File: config.mk
export PLATFORM = sky130hd
export DESIGN_NAME = echo_mix
export DESIGN_NICKNAME = d
export VERILOG_FILES = /design/src/rtl/echo_pkg.sv /design/src/rtl/sat_scale_add.sv /design/src/rtl/echo_mix.sv
export SDC_FILE = /design/constraint.sdc
export NUM_CORES = 1
export LEC_CHECK = 0
export ABC_AREA = 1
export BUFFER_PORTS_ARGS = -buffer_cell sky130_fd_sc_hd__buf_2
export CORE_MARGIN = 3
export CORE_UTILIZATION = 35
export CTS_CLUSTER_SIZE = 40
export DETAILED_ROUTE_END_ITERATION = 10
export GPL_TIMING_DRIVEN = 0
export HOLD_SLACK_MARGIN = 0.06
export SLEW_MARGIN = 0
export SYNTH_ARGS = -nofsm -noshare
export SYNTH_HDL_FRONTEND = slang
export SYNTH_SLANG_ARGS = --single-unit
File: constraint.sdc
create_clock -name clk50 -period 9.6 [get_ports clk50]
set_input_delay 0.48 -clock clk50 [delete_from_list [all_inputs] [get_ports clk50]]
set_output_delay 0.48 -clock clk50 [all_outputs]
set_load 0.005 [all_outputs]
File: src/rtl/echo_pkg.sv
// Shared types and saturation helper for the audio-FX sample path.
// Later FX stages reuse sample_t and sat16 so clipping behaves the same everywhere.
package echo_pkg;

  localparam int SAMPLE_W = 16;

  typedef logic signed [SAMPLE_W-1:0] sample_t;

  localparam sample_t SAMPLE_MAX = 16'sh7FFF;
  localparam sample_t SAMPLE_MIN = 16'sh8000;

  typedef enum logic [1:0] {IDLE, MULT, ADD, HOLD} echo_state_t;

  // A 17-bit sum overflowed exactly when its top two bits disagree.
  function automatic sample_t sat16(input logic signed [SAMPLE_W:0] sum);
    if (sum[SAMPLE_W] == sum[SAMPLE_W-1]) return sum[SAMPLE_W-1:0];
    else if (sum[SAMPLE_W])               return SAMPLE_MIN;
    else                                  return SAMPLE_MAX;
  endfunction

endpackage

File: src/rtl/sat_scale_add.sv
// Combinational echo datapath: gain-scale the delayed sample, and add/saturate
// a previously scaled value onto the dry sample. The two halves are split by a register in echo_mix.
module sat_scale_add
  import echo_pkg::*;
#(
  parameter int DATA_W = 16,
  parameter int GAIN_W = 8
) (
  input  logic signed [DATA_W-1:0] i_dly,
  input  logic        [GAIN_W-1:0] i_gain,
  input  logic                     i_bypass,
  output logic signed [DATA_W-1:0] o_scaled,
  input  logic signed [DATA_W-1:0] i_dry,
  input  logic signed [DATA_W-1:0] i_scaled,
  output logic signed [DATA_W-1:0] o_sum,
  output logic                     o_clip
);

  localparam int PROD_W = DATA_W + GAIN_W + 1;

  logic signed [PROD_W-1:0] w_prod;
  logic signed [DATA_W:0]   w_sum;

  // Gain is an unsigned fraction, so it gets a zero sign bit before the signed multiply.
  assign w_prod   = PROD_W'(i_dly) * PROD_W'($signed({1'b0, i_gain}));
  assign o_scaled = i_bypass ? '0 : DATA_W'(w_prod >>> GAIN_W);

  assign w_sum  = (DATA_W+1)'(i_dry) + (DATA_W+1)'(i_scaled);
  assign o_clip = w_sum[DATA_W] ^ w_sum[DATA_W-1];

  generate
    if (DATA_W == SAMPLE_W) begin : g_sat16
      assign o_sum = sat16(w_sum);
    end else begin : g_sat_generic
      assign o_sum = o_clip ? {w_sum[DATA_W], {(DATA_W-1){~w_sum[DATA_W]}}}
                            : w_sum[DATA_W-1:0];
    end
  endgenerate

endmodule

File: src/rtl/echo_mix.sv
// Echo mixer: pairs a dry sample with its delayed copy, scales and sums them with
// saturation, and offers the result downstream on a valid/ready handshake.
module echo_mix
  import echo_pkg::*;
#(
  parameter int DATA_W = 16,
  parameter int GAIN_W = 8,
  parameter int CLIP_W = 16
) (
  input  logic                     clk50,
  input  logic                     rst,
  input  logic signed [DATA_W-1:0] dry_data,
  input  logic                     dry_channel,
  input  logic                     dry_valid,
  output logic                     dry_ready,
  input  logic signed [DATA_W-1:0] dly_data,
  input  logic                     dly_valid,
  output logic                     dly_ready,
  input  logic        [GAIN_W-1:0] gain,
  input  logic                     bypass,
  output logic signed [DATA_W-1:0] out_data,
  output logic                     out_channel,
  output logic                     out_valid,
  input  logic                     out_ready,
  output logic        [CLIP_W-1:0] clip_count
);

  echo_state_t r_state, w_state_nx;

  logic signed [DATA_W-1:0] r_dry, r_dly, r_scaled, r_out_data;
  logic        [GAIN_W-1:0] r_gain;
  logic        [CLIP_W-1:0] r_clip;
  logic r_dry_ch, r_bypass, r_dry_got, r_dly_got;
  logic r_out_ch, r_out_valid, r_dry_ready, r_dly_ready;

  logic w_dry_hs, w_dly_hs, w_dry_got_nx, w_dly_got_nx;
  logic w_dry_ready_nx, w_dly_ready_nx;
  logic w_launch, w_ld_scaled, w_ld_out, w_done, w_clip;
  logic signed [DATA_W-1:0] w_scaled, w_sum;

  // Ready registers are only ever high in IDLE, so a handshake implies IDLE.
  assign w_dry_hs = dry_valid & r_dry_ready;
  assign w_dly_hs = dly_valid & r_dly_ready;

  // Delayed samples taken while bypassed are drained, not kept.
  assign w_dry_got_nx = w_done ? 1'b0 : (r_dry_got | w_dry_hs);
  assign w_dly_got_nx = w_done ? 1'b0 : (r_dly_got | (w_dly_hs & ~bypass));

  assign w_dry_ready_nx = (w_state_nx == IDLE) & ~w_dry_got_nx;
  assign w_dly_ready_nx = (w_state_nx == IDLE) & (~w_dly_got_nx | bypass);

  always_ff @(posedge clk50) begin
    if (rst) r_state <= IDLE;
    else     r_state <= w_state_nx;
  end

  // NOTE: every signal assigned in always_comb gets a default first, so no latch is inferred.
  always_comb begin
    w_state_nx = r_state;
    unique case (r_state)
      IDLE:    if (w_dry_got_nx && (w_dly_got_nx || bypass)) w_state_nx = MULT;
      MULT:    w_state_nx = ADD;
      ADD:     w_state_nx = HOLD;
      HOLD:    if (r_out_valid && out_ready) w_state_nx = IDLE;
      default: w_state_nx = IDLE;
    endcase
  end

  always_comb begin
    w_launch    = 1'b0;
    w_ld_scaled = 1'b0;
    w_ld_out    = 1'b0;
    w_done      = 1'b0;
    unique case (r_state)
      IDLE:    w_launch    = (w_state_nx == MULT);
      MULT:    w_ld_scaled = 1'b1;
      ADD:     w_ld_out    = 1'b1;
      HOLD:    w_done      = r_out_valid & out_ready;
      default: ;
    endcase
  end

  sat_scale_add #(
    .DATA_W (DATA_W),
    .GAIN_W (GAIN_W)
  ) u_sat_scale_add (
    .i_dly    (r_dly),
    .i_gain   (r_gain),
    .i_bypass (r_bypass),
    .o_scaled (w_scaled),
    .i_dry    (r_dry),
    .i_scaled (r_scaled),
    .o_sum    (w_sum),
    .o_clip   (w_clip)
  );

  // NOTE: sequential state uses non-blocking assignments only; the data registers
  // are cleared by reset too, so nothing stale can leak out after a mid-sample reset.
  always_ff @(posedge clk50) begin
    if (rst) begin
      r_dry       <= '0;
      r_dry_ch    <= 1'b0;
      r_dly       <= '0;
      r_gain      <= '0;
      r_bypass    <= 1'b0;
      r_scaled    <= '0;
      r_dry_got   <= 1'b0;
      r_dly_got   <= 1'b0;
      r_dry_ready <= 1'b0;
      r_dly_ready <= 1'b0;
      r_out_data  <= '0;
      r_out_ch    <= 1'b0;
      r_out_valid <= 1'b0;
      r_clip      <= '0;
    end else begin
      if (w_dry_hs) begin
        r_dry    <= dry_data;
        r_dry_ch <= dry_channel;
      end
      if (w_dly_hs && !bypass) r_dly <= dly_data;
      r_dry_got   <= w_dry_got_nx;
      r_dly_got   <= w_dly_got_nx;
      r_dry_ready <= w_dry_ready_nx;
      r_dly_ready <= w_dly_ready_nx;
      // Gain and bypass are frozen per sample so late changes cannot reach it.
      if (w_launch) begin
        r_gain   <= gain;
        r_bypass <= bypass;
      end
      if (w_ld_scaled) r_scaled <= w_scaled;
      if (w_ld_out) begin
        r_out_data  <= w_sum;
        r_out_ch    <= r_dry_ch;
        r_out_valid <= 1'b1;
        if (w_clip && !(&r_clip)) r_clip <= r_clip + 1'b1;
      end else if (w_done) begin
        r_out_valid <= 1'b0;
      end
    end
  end

  assign dry_ready   = r_dry_ready;
  assign dly_ready   = r_dly_ready;
  assign out_data    = r_out_data;
  assign out_channel = r_out_ch;
  assign out_valid   = r_out_valid;
  assign clip_count  = r_clip;

endmodule

==> results.md, run 1 <==
* Status: complete, no violations
* Worst Path Arrival at 5.63 ns
* Initial antenna violation count at 0
* Root Driver: clkbuf_16
* Total Nets Final at between 1500 and 2000
* Wire length per cell at approximately 14 microns
* CTS clk-pin slew, worst paths at ~0.080 ns
* H-tree Lvls at 3
* Core ar. at 26300 sq um
* Max_slew headroom at 0.559
* Die W at around 170 microns
* RSZ-0062 raised after global routing: false
* Netlist cell types at between 40 and 50
* Via count at 8353
* Power per standard cell area at between 100 and 150 nW/um^2
* Pin count of the biggest net entering global routing at 19
* Crit end category: flop
* Placed instance area at around 10000 sq um
* Postcts setup bufs at 0
* Synthesized net count at approximately 1500
* Clock buffer depth at 2
* FP Rows at 59
* DRC viols at 0
* Max VDD drop at 0.102 mV
* Final cell area excluding filler cells at 10600 sq um
* Worst min-delay path class: in2reg
* Initial Util at 0.359
* WL final at 24.0 mm
* Leakage at approximately 5.6 nW
* TritonRoute pass-1 iters at 5
* Post-DRT Antenna Nets at 0
* Required time worst endpoint at about 10 ns
* Final Cycle Share at 0.563
* N_diodes at 0
* Clk sink count at 98
* Clock Skew at 0.00820 ns
* Critical-path maximum fanout at 10
* Fmax at ~0.18 GHz
* Seq/Total Area, Yosys at 0.208
* Crit path largest cell delay at 0.55 ns
* Crit start category: flop
* Final Hold Vio Count at 0
* Max_cap viols at 0
* Total negative slack at 0 ns
* Initial DRC Count at around 500
* First-pass GRT wire length at between 40 and 50 mm
* Number of CTS-inserted buffers at 9
* PortBufs at between 80 and 90
* GP Congestion at ~0.9
* CP cell instances: clkbuf_1 -> clkbuf_1 -> nand2_1 -> fa_1 -> inv_1 -> fa_1 -> fa_1 -> inv_1 -> fa_1 -> inv_1 -> ha_1 -> nand2_1 -> nor2_1 -> inv_1 -> nor4_1 -> nand4_1 -> nand2_1 -> nand2_1 -> nand3_1 -> a21oi_1
* Ys Warns at 0
* Layout cells sized above 1 at 0.0909
* Slowest-stage cell, CP: fa_1
* Total grt overflow at 0
* Worst slew pin tran at between 0.6 and 0.7 ns
* Setup-failing EPs final at 0
* CTS tree: done
* Final Max Slew Viols at 0
* Mapped Area at 9440 sq um
* # resized after CTS at 0
* IO Count at 83
* Crit Path Class: reg2reg
* Number of global-route vias before repair at between 8000 and 9000
* Post-Synthesis Cells at 1322
* Worst skew pair latency at roughly 0.35 ns
* Syn_area_per_cell at roughly 7 sq um
* Vias/cell at ~4.8
* DIE AREA at 29000 sq um
* Chip height at approximately 170 microns
* Gr usage total at 0.175
* DP HPWL at approximately 20 mm
* Synth-to-layout area growth at 12.3%
* Flip-flop and latch count after synthesis at slightly below 100
* Cts hold-fix bufs at 0
* Period minus WS final at ~5.4 ns
==> final timing paths <==
path	from	to	slack (ns)	cells after the start
max reg2reg	r_gain[5]	r_scaled[15]	4.19	20
max	r_gain[5]	r_scaled[15]	4.19	20
min	dly_data[5]	r_dly[5]	0.37	3
min reg2reg	out_data[1]	out_data[1]	0.47	2
==> area by class of cell <==
type	count	area, sq um
fillers	2741	15700
multi-input cells	900	6230
flip-flops and latches	98	1960
inverters	268	1010
well taps	335	419
repair buffers	81	405
plain buffers	56	244
clock buffers	9	225
clock inverters	7	110
==> cells in the mapped netlist <==
master / instances / area share
xor2_1: 15 / 0.014
clkinv_1: 1 / 0.00040
o21ai_1: 1 / 0.00053
nand2_8: 1 / 0.0021
a21oi_2: 1 / 0.00093
nor3_1: 18 / 0.0095
nand3b_1: 5 / 0.0040
buf_2: 5 / 0.0027
nand4_2: 1 / 0.0013
nand2_2: 5 / 0.0033
inv_1: 264 / 0.10
nand2_1: 312 / 0.12
inv_2: 3 / 0.0012
nor4_1: 3 / 0.0020
o21a_1: 2 / 0.0016
or2_1: 2 / 0.0013
o21ai_0: 66 / 0.035
a21oi_1: 86 / 0.046
buf_6: 2 / 0.0024
nand2_4: 2 / 0.0024
clkbuf_2: 1 / 0.00053
a211oi_4: 1 / 0.0021
ha_1: 60 / 0.080
buf_8: 1 / 0.0016
and3_1: 1 / 0.00066
xnor2_1: 14 / 0.013
nor3_2: 1 / 0.0011
o211ai_1: 1 / 0.00080
nand4_1: 21 / 0.014
or2_2: 5 / 0.0033
nand3_1: 47 / 0.025
nor2_1: 109 / 0.043
fa_1: 100 / 0.21
a211oi_1: 1 / 0.00080
a21boi_0: 8 / 0.0064
nor3b_1: 1 / 0.00080
nand3_2: 1 / 0.0011
nand3_4: 1 / 0.0019
dfxtp_1: 98 / 0.21
a31oi_1: 1 / 0.00066
o21bai_1: 5 / 0.0040
a31o_2: 1 / 0.00093
a21o_1: 1 / 0.00080
clkbuf_1: 47 / 0.019
==> metrics by stage <==
stage               instances  hold WS, ns   util  setup slack [ns]  power, mW
floorplan                1322        0.441      -              5.15      0.647
global placement         1738        0.456  0.390              4.31      0.735
detailed placement       1738        0.459  0.390              4.26      0.738
CTS                      1754        0.361  0.403              4.25       1.16
global route             1754        0.387  0.403              3.80       1.22
finish                   1754        0.373  0.403              4.19       1.15
==> cells by family (layout without fill, tap and decap cells) <==
family	after synthesis	in the layout	synth area share
xor gates and xnor gates	29	29	0.0269
buffers and inverters	324	421	0.132
AOI/OAI and AO/OA	175	175	0.100
adders and majority gates	160	160	0.292
DFF	98	98	0.208
and+or+nand+nor	536	536	0.241
==> cells in the final DEF, fill, tap and decap left out, types with 2 or more instances in the layout <==
| cell | instances |
|---|---|
| a21boi_0 | 8 |
| a21oi_1 | 86 |
| buf_2 | 86 |
| buf_6 | 2 |
| bufinv_16 | 2 |
| clkbuf_1 | 47 |
| clkbuf_16 | 9 |
| dfxtp_1 | 98 |
| fa_1 | 100 |
| ha_1 | 60 |
| inv_1 | 264 |
| inv_2 | 3 |
| inv_6 | 2 |
| nand2_1 | 312 |
| nand2_2 | 5 |
| nand2_4 | 2 |
| nand3_1 | 47 |
| nand3b_1 | 5 |
| nand4_1 | 21 |
| nor2_1 | 109 |
| nor3_1 | 18 |
| nor4_1 | 3 |
| o21a_1 | 2 |
| o21ai_0 | 66 |
| o21bai_1 | 5 |
| or2_1 | 2 |
| or2_2 | 5 |
| xnor2_1 | 14 |
| xor2_1 | 15 |
==> flip-flops by register name, indices dropped and copies added, names as in the netlist <==
signal / count
out_channel: 1
r_bypass: 1
r_state: 2
r_gain: 8
r_dry: 16
r_dly_got: 1
r_dry_ch: 1
out_valid: 1
dly_ready: 1
r_scaled: 16
dry_ready: 1
out_data: 16
r_dly: 16
r_dry_got: 1
clip_count: 16
==> worst max-delay path, delay by kind of cell (launching register included) <==
family	cells	cell delay (ns)
fa+ha+maj	5	2.50
flops	1	0.31
compound gates	1	0.06
simple gates	8	1.26
buf+inv	6	1.16
==> power breakdown <==
part / internal, mW / switching, mW / total [mW]
Combinational: 0.0914 / 0.180 / 0.271
Clock: 0.235 / 0.185 / 0.419
Sequential: 0.439 / 0.0180 / 0.457
Total: 0.765 / 0.383 / 1.15
==> per-layer routing <==
metal / vias to the layer above / global-route usage / share of wire
met1: 3941 / 0.248 / 0.49
li1: 4226 / - / -
met4: 0 / 0.0356 / 0.012
met3: 21 / 0.0202 / 0.045
met2: 165 / 0.288 / 0.46
met5: - / 0 / 0
Note: power is estimated with default switching activity, not from simulation.
==> run 2, diff against run 1 <==
==> constraint.sdc (replaced) <==
create_clock -name clk50 -period 4.4 [get_ports clk50]
set_input_delay 0.22 -clock clk50 [delete_from_list [all_inputs] [get_ports clk50]]
set_output_delay 0.22 -clock clk50 [all_outputs]
set_load 0.005 [all_outputs]
==> run 2 against run 1 <==
Hold slack lost 0.26 ns. Power grew 120%. Critical path depth shrank 1. Core utilization grew 3.4 points. Worst setup slack lost 4.1 ns. Fmax grew 26%. Flip-flop and latch count is the same. Critical path type unchanged.
==> results.md, run 2 (synthesis gave the netlist of run 1 again) <==
* Status: complete, no violations (unchanged)
* Number of CTS-inserted buffers at 9 (unchanged)
* Min-delay src: dly_data[6] (was dly_data[5])
* Critical-path maximum fanout at 7 (was 10)
* Hold path endpoint: r_dly[6] (was r_dly[5])
* R2R Setup Slk at 0.11 ns (was 4.19 ns)
* Clock buffer depth at 2 (unchanged)
* Power per standard cell area at 221 nW/um^2 (was 108 nW/um^2)
* Final Max Slew Viols at 0 (unchanged)
* Commonest non-fill, non-tap cell in the layout: nand2_1 (unchanged)
* Final cell area excluding filler cells at 11500 sq um (was 10600 sq um)
* Max_slew headroom at 0.544 (was 0.559)
* Crit end category: flop (unchanged)
* Layout cells sized above 1 at 0.202 (was 0.0909)
* Leakage at 5.87 nW (was 5.57 nW)
* PortBufs at 81 (unchanged)
* Initial Util at 0.359 (unchanged)
* Required time worst endpoint at 4.62 ns (was 9.82 ns)
* WL final at 25.7 mm (was 24.0 mm)
* Core ar. at 26300 sq um (unchanged)
* GP Congestion at 0.901 (was 0.915)
* Clock Skew at 0.0127 ns (was 0.00820 ns)
* DIE AREA at 29000 sq um (unchanged)
* FP Rows at 59 (unchanged)
* RR Startpoint: r_dly[15] (was r_gain[5])
* Hold Path Cell Cnt at 3 (unchanged)
* Fmax at 0.233 GHz (was 0.185 GHz)
* Final Cycle Share at 0.974 (was 0.563)
* Clk sink count at 98 (unchanged)
* Vias/cell at 4.79 (was 4.76)
* TritonRoute pass-1 iters at 5 (unchanged)
* Pin count of the biggest net entering global routing at 18 (was 19)
* RSZ-0062 raised after global routing: true (was false)
* Initial antenna violation count at 0 (unchanged)
* Final Hold Vio Count at 0 (unchanged)
* Post-DRT Antenna Nets at 0 (unchanged)
* Initial DRC Count at 428 (was 503)
* First-pass GRT wire length at 41.2 mm (was 41.0 mm)
* Critical R2R Capture: r_scaled[13] (was r_scaled[15])
* Via count at 8459 (was 8353)
* Gr usage total at 0.177 (was 0.175)
* Filler cell count in the final layout at 2681 (was 2741)
* Root Driver: clkbuf_16 (unchanged)
* IO Count at 83 (unchanged)
* Crit Path Class: reg2reg (unchanged)
* Number of global-route vias before repair at 8354 (was 8267)
* Max VDD drop at 0.133 mV (was 0.102 mV)
* Worst slew pin tran at 0.684 ns (was 0.661 ns)
* H-tree Lvls at 3 (unchanged)
* Chip height at 170 microns (unchanged)
* Placed instance area at 10300 sq um (about the same)
* DP HPWL at 19.8 mm (was 19.5 mm)
* Synth-to-layout area growth at 21.8% (was 12.3%)
* Total Nets Final at 1632 (was 1621)
* Period minus WS final at 4.29 ns (was 5.41 ns)
* Worst Path Arrival at 4.51 ns (was 5.63 ns)
* Wire length per cell at 14.6 microns (was 13.7 microns)
* Worst R2R Path Depth at 19 (was 20)
* DRC viols at 0 (unchanged)
* Die W at 170 microns (unchanged)
* Crit start category: flop (unchanged)
* Total grt overflow at 0 (unchanged)
* Worst skew pair latency at 0.36 ns (was 0.35 ns)
* Max_cap viols at 0 (unchanged)
* Most frequent cells in the layout: nand2_1 (285), inv_1 (245), nor2_1 (105) (was nand2_1 (312), inv_1 (264), nor2_1 (109))
* N_diodes at 0 (unchanged)
* Worst hold slack at 0.114 ns (was 0.373 ns)
* Worst min-delay path class: in2reg (unchanged)
* CTS tree: done (unchanged)
* CTS clk-pin slew, worst paths at 0.07 ns (was 0.08 ns)
* Multi-input gate area at 6780 sq um (was 6230 sq um)
* Register area at 2010 sq um (was 1960 sq um)
* Setup-failing EPs final at 0 (unchanged)
[run 2: changes by cell type in the layout (fill, tap and decap cells not counted), moves of 14 or more]
cell | before | now
buf_4 | 0 | 25
clkbuf_1 | 47 | 20
dfxtp_1 | 98 | 77
dfxtp_2 | 0 | 14
ha_1 | 60 | 44
ha_4 | 0 | 16
inv_1 | 264 | 245
inv_2 | 3 | 19
nand2_1 | 312 | 285
nand2_2 | 5 | 25
[run 2: worst max-delay path by stage]
stage | from | cells past startpoint | slack, ns | endpoint
after floorplan | r_gain[4] | 20 | -0.01 | r_scaled[15]
after global placement | r_gain[2] | 22 | -0.84 | r_scaled[11]
after detailed placement | r_gain[2] | 22 | -0.92 | r_scaled[11]
after CTS | r_gain[1] | 20 | -0.004 | r_scaled[13]
after global routing | r_dly[15] | 20 | -0.07 | r_scaled[14]
final | r_dly[15] | 19 | 0.11 | r_scaled[13]
[run 2: power breakdown]
| group | internal (mW) | total, mW | switching, mW |
|---|---|---|---|
| logic | 0.259 | 0.645 | 0.386 |
| registers | 0.962 | 1.05 | 0.0862 |
| clock network | 0.467 | 0.850 | 0.383 |
| total | 1.69 | 2.54 | 0.855 |
[run 2: routing by layer]
layer / part of all wire / track usage / routed length, microns / vias up
li1: - / - / - / 4247
met1: 0.47 / 0.241 / 12000 / 4016
met2: 0.46 / 0.290 / 11800 / 158
met3: 0.051 / 0.0311 / 1310 / 38
met4: 0.020 / 0.0487 / 520 / 0
met5: 0 / 0 / 0 / -
[run 2: layout make-up]
| cell class | count | area share |
|---|---|---|
| tap | 335 | 0.0365 |
| sequential | 98 | 0.174 |
| clock inverter | 5 | 0.00588 |
| timing repair buffer | 113 | 0.0625 |
| clock buffer | 11 | 0.0211 |
| buffer | 35 | 0.0214 |
| multi-input combinational | 900 | 0.590 |
| inverter | 268 | 0.0882 |
[run 2: critical path, stage by stage (launching register included)]
cell      delay (ns)
dfxtp_4         0.39
buf_6           0.14
nand2_4         0.06
inv_2           0.04
fa_2            0.58
inv_2           0.06
fa_1            0.54
inv_2           0.04
fa_1            0.49
inv_2           0.04
fa_1            0.52
inv_2           0.05
ha_4            0.34
nand2_8         0.07
nor4_4          0.27
nand3b_1        0.14
nand3_2         0.13
a21boi_1        0.07
o21ai_1         0.09
a21oi_1         0.08
[run 2: repair_timing]
item | 4_1_cts | 5_1_grt
pin swaps | 13 | 70
endpoints found under the setup margin | 16 | 15
buffers inserted | 8 | 19
resized for setup | 74 | 127
hold buffers | 0 | 0
gates cloned | 0 | 5
[run 2: stage by stage]
step | util | power [mW] | TNS, ns | setup slack (ns) | cells
2_1_floorplan | - | 1.41 | -0.0263 | -0.0137 | 1322
3_3_place_gp | 0.391 | 1.60 | -10.92 | -0.837 | 1738
3_5_place_dp | 0.391 | 1.61 | -12.00 | -0.922 | 1738
4_1_cts | 0.413 | 2.49 | -0.00903 | -0.00389 | 1743
5_1_grt | 0.437 | 2.69 | -0.321 | -0.0698 | 1765
6_report | 0.437 | 2.54 | 0 | 0.115 | 1765
==> run 3, diff against run 2 <==
--- a/config.mk
+++ b/config.mk
@@ -11,7 +11,6 @@
 export CORE_UTILIZATION = 35
 export CTS_CLUSTER_SIZE = 40
 export DETAILED_ROUTE_END_ITERATION = 10
-export GPL_TIMING_DRIVEN = 0
 export HOLD_SLACK_MARGIN = 0.06
 export SLEW_MARGIN = 0
 export SYNTH_ARGS = -nofsm -noshare
==> run 3 against run 2 <==
Flip-flop and latch count did not move. Combinational power rose by 2%. Fmax fell by 1.2%. Global-route usage fell by 0.42 points. Hold slack improved by 0.0071 ns. Count of clock-buffer cells in the layout did not move. Cell count rose by 2.4%. Final area rose by 3.0%. Sequential power barely moved. Worst setup slack got worse by 0.051 ns. Clock skew fell by 0.0023 ns. Largest power group unchanged. Highest routed layer unchanged.
==> results.md, run 3 (synthesis gave the netlist of run 1 again) <==
* Status: complete, no violations (unchanged)
* Crit Path Class: reg2reg (unchanged)
* Crit start category: flop (unchanged)
* DP HPWL at 19.2 mm (was 19.8 mm)
* Commonest non-fill, non-tap cell in the layout: nand2_1 (unchanged)
* Via count at 8627 (was 8459)
* Worst min-delay path class: in2reg (unchanged)
* FP Rows at 59 (unchanged)
* Worst Path Arrival at 4.53 ns (was 4.51 ns)
* Total Nets Final at 1675 (was 1632)
* Initial antenna violation count at 0 (unchanged)
* Synth-to-layout area growth at 25.5% (was 21.8%)
* GP Congestion at 0.903 (was 0.901)
* Clock Skew at 0.0104 ns (was 0.0127 ns)
* Core ar. at 26300 sq um (unchanged)
* DIE AREA at 29000 sq um (unchanged)
* IO Count at 83 (unchanged)
* Filler cell count in the final layout at 2674 (was 2681)
* Final Cycle Share at 0.986 (was 0.974)
* Max_slew headroom at 0.325 (was 0.544)
* Crit end category: flop (unchanged)
* Clock buffer depth at 2 (unchanged)
* Required time worst endpoint at 4.60 ns (was 4.62 ns)
* Total negative slack at 0 ns (unchanged)
* Final Hold Vio Count at 0 (unchanged)
* Final design utilization at 0.451 (was 0.437)
* Period minus WS final at 4.34 ns (was 4.29 ns)
* Chip height at 170 microns (unchanged)
* Pre-CTS setup slack at -0.398 ns (was -0.922 ns)
* PortBufs at 82 (was 81)
* CTS clk-pin slew, worst paths at 0.07 ns (about the same)
* RSZ-0062 raised after global routing: true (unchanged)
* Crit path buffers/inverters at 6 (unchanged)
* Worst skew pair latency at 0.35 ns (was 0.36 ns)
* DRC viols at 0 (unchanged)
* Final WS setup at 0.0635 ns (was 0.115 ns)
* Leakage at 6.13 nW (was 5.87 nW)
* Worst slew pin tran at 1.01 ns (was 0.684 ns)
* Final Max Slew Viols at 0 (unchanged)
* Vias/cell at 4.77 (was 4.79)
* Fmax at 0.231 GHz (was 0.233 GHz)
* Cts hold-fix bufs at 0 (unchanged)
* Pin count of the biggest net entering global routing at 46 (was 18)
* Number of global-route vias before repair at 8677 (was 8354)
* WL final at 24.8 mm (was 25.7 mm)
* Slowest-stage cell, CP: fa_2 (unchanged)
* Initial Util at 0.359 (unchanged)
* TritonRoute pass-1 iters at 5 (unchanged)
* Critical-path maximum fanout at 8 (was 7)
* Initial DRC Count at 512 (was 428)
* Multi-input gate area at 6770 sq um (was 6780 sq um)
* Register area at 2010 sq um (about the same)
* Max_cap viols at 0 (unchanged)
* Gr usage total at 0.173 (was 0.177)
* Wire length per cell at 13.7 microns (was 14.6 microns)
* Post-DRT Antenna Nets at 0 (unchanged)
* Total grt overflow at 0 (unchanged)
* Worst hold slack at 0.121 ns (was 0.114 ns)
* Power per standard cell area at 210 nW/um^2 (was 221 nW/um^2)
* Cell family with most CP delay: adder cells (unchanged)
* Setup-failing EPs final at 0 (unchanged)
* Number of CTS-inserted buffers at 9 (unchanged)
* Clk sink count at 98 (unchanged)
* H-tree Lvls at 3 (unchanged)
* Most frequent cells in the layout: nand2_1 (278), inv_1 (236), nor2_1 (102) (was nand2_1 (285), inv_1 (245), nor2_1 (105))
* N_diodes at 0 (unchanged)
* Crit path largest cell delay at 0.57 ns (was 0.58 ns)
* Max VDD drop at 0.197 mV (was 0.133 mV)
* Layout cells sized above 1 at 0.247 (was 0.202)
* Root Driver: clkbuf_16 (unchanged)
* Die W at 170 microns (unchanged)
* CP cell instances: buf_12 -> nand2_2 -> fa_1 -> inv_1 -> fa_1 -> fa_1 -> inv_2 -> fa_2 -> inv_2 -> ha_4 -> buf_4 -> nand2_4 -> nor2_4 -> inv_2 -> nor2_2 -> nand3b_1 -> nand3_2 -> a21boi_1 -> o21ai_1 -> a21oi_1 (was buf_6 -> nand2_4 -> inv_2 -> fa_2 -> inv_2 -> fa_1 -> inv_2 -> fa_1 -> inv_2 -> fa_1 -> inv_2 -> ha_4 -> nand2_8 -> nor4_4 -> nand3b_1 -> nand3_2 -> a21boi_1 -> o21ai_1 -> a21oi_1)
* CTS tree: done (unchanged)
* First-pass GRT wire length at 41.3 mm (was 41.2 mm)
-- run 3: changes by cell type in the layout (fill, tap and decap cells not counted), moves of 5 or more --
cell and change:
buf_4 +66, buf_6 +9, buf_8 -6, clkbuf_1 -19
dfxtp_2 -7, inv_1 -9, inv_2 +10, nand2_1 -7
nand2_2 +8, nor3_2 +5
-- run 3: final cells by class --
cell class / count / share of cell area
multi-input combinational: 900 / 0.572
sequential: 98 / 0.170
timing repair buffer: 191 / 0.114
inverter: 268 / 0.0854
tap: 335 / 0.0354
clock buffer: 11 / 0.0205
clock inverter: 5 / 0.00359
-- run 3: stage by stage --
step	cell area, sq um	cells	power [mW]
global route	11800	1808	2.64
finish	11800	1808	2.48
detailed placement	10700	1771	1.63
CTS	11200	1794	2.45
floorplan	9450	1322	1.41
global placement	10700	1771	1.62
-- run 3: worst min-delay path: stages --
cell and delay [ns]:
buf_2 0.07, o21ai_0 0.07, nor2_1 0.07
-- run 3: path summary, 6_finish.rpt --
check               from  cells past startpoint  slack [ns]            to
max            r_gain[5]                     20        0.06  r_scaled[13]
min          dly_data[6]                      3        0.12      r_dly[6]
max reg2reg    r_gain[5]                     20        0.06  r_scaled[13]
min reg2reg  out_data[1]                      2        0.47   out_data[1]
-- run 3: timing repair --
| item | in CTS | in global routing |
|---|---|---|
| endpoints found under the setup margin | 15 | 15 |
| gates resized for setup | 38 | 146 |
| gates cloned | 0 | 1 |
| pin swaps | 12 | 105 |
| endpoints found under the hold margin | 0 | 0 |
| buffers inserted | 7 | 13 |
-- run 3: where the power goes --
part           switching, mW  internal, mW
Clock                  0.383         0.410
Combinational          0.382         0.274
Sequential            0.0741         0.961
Total                  0.839          1.64
-- run 3: layer usage --
metal | track usage | routed length, microns | up-vias
met3 | 0.0223 | 860 | 28
met1 | 0.233 | 11500 | 4109
met5 | 0 | 0 | -
met4 | 0.0374 | 388 | 0
li1 | - | - | 4338
met2 | 0.296 | 12000 | 152
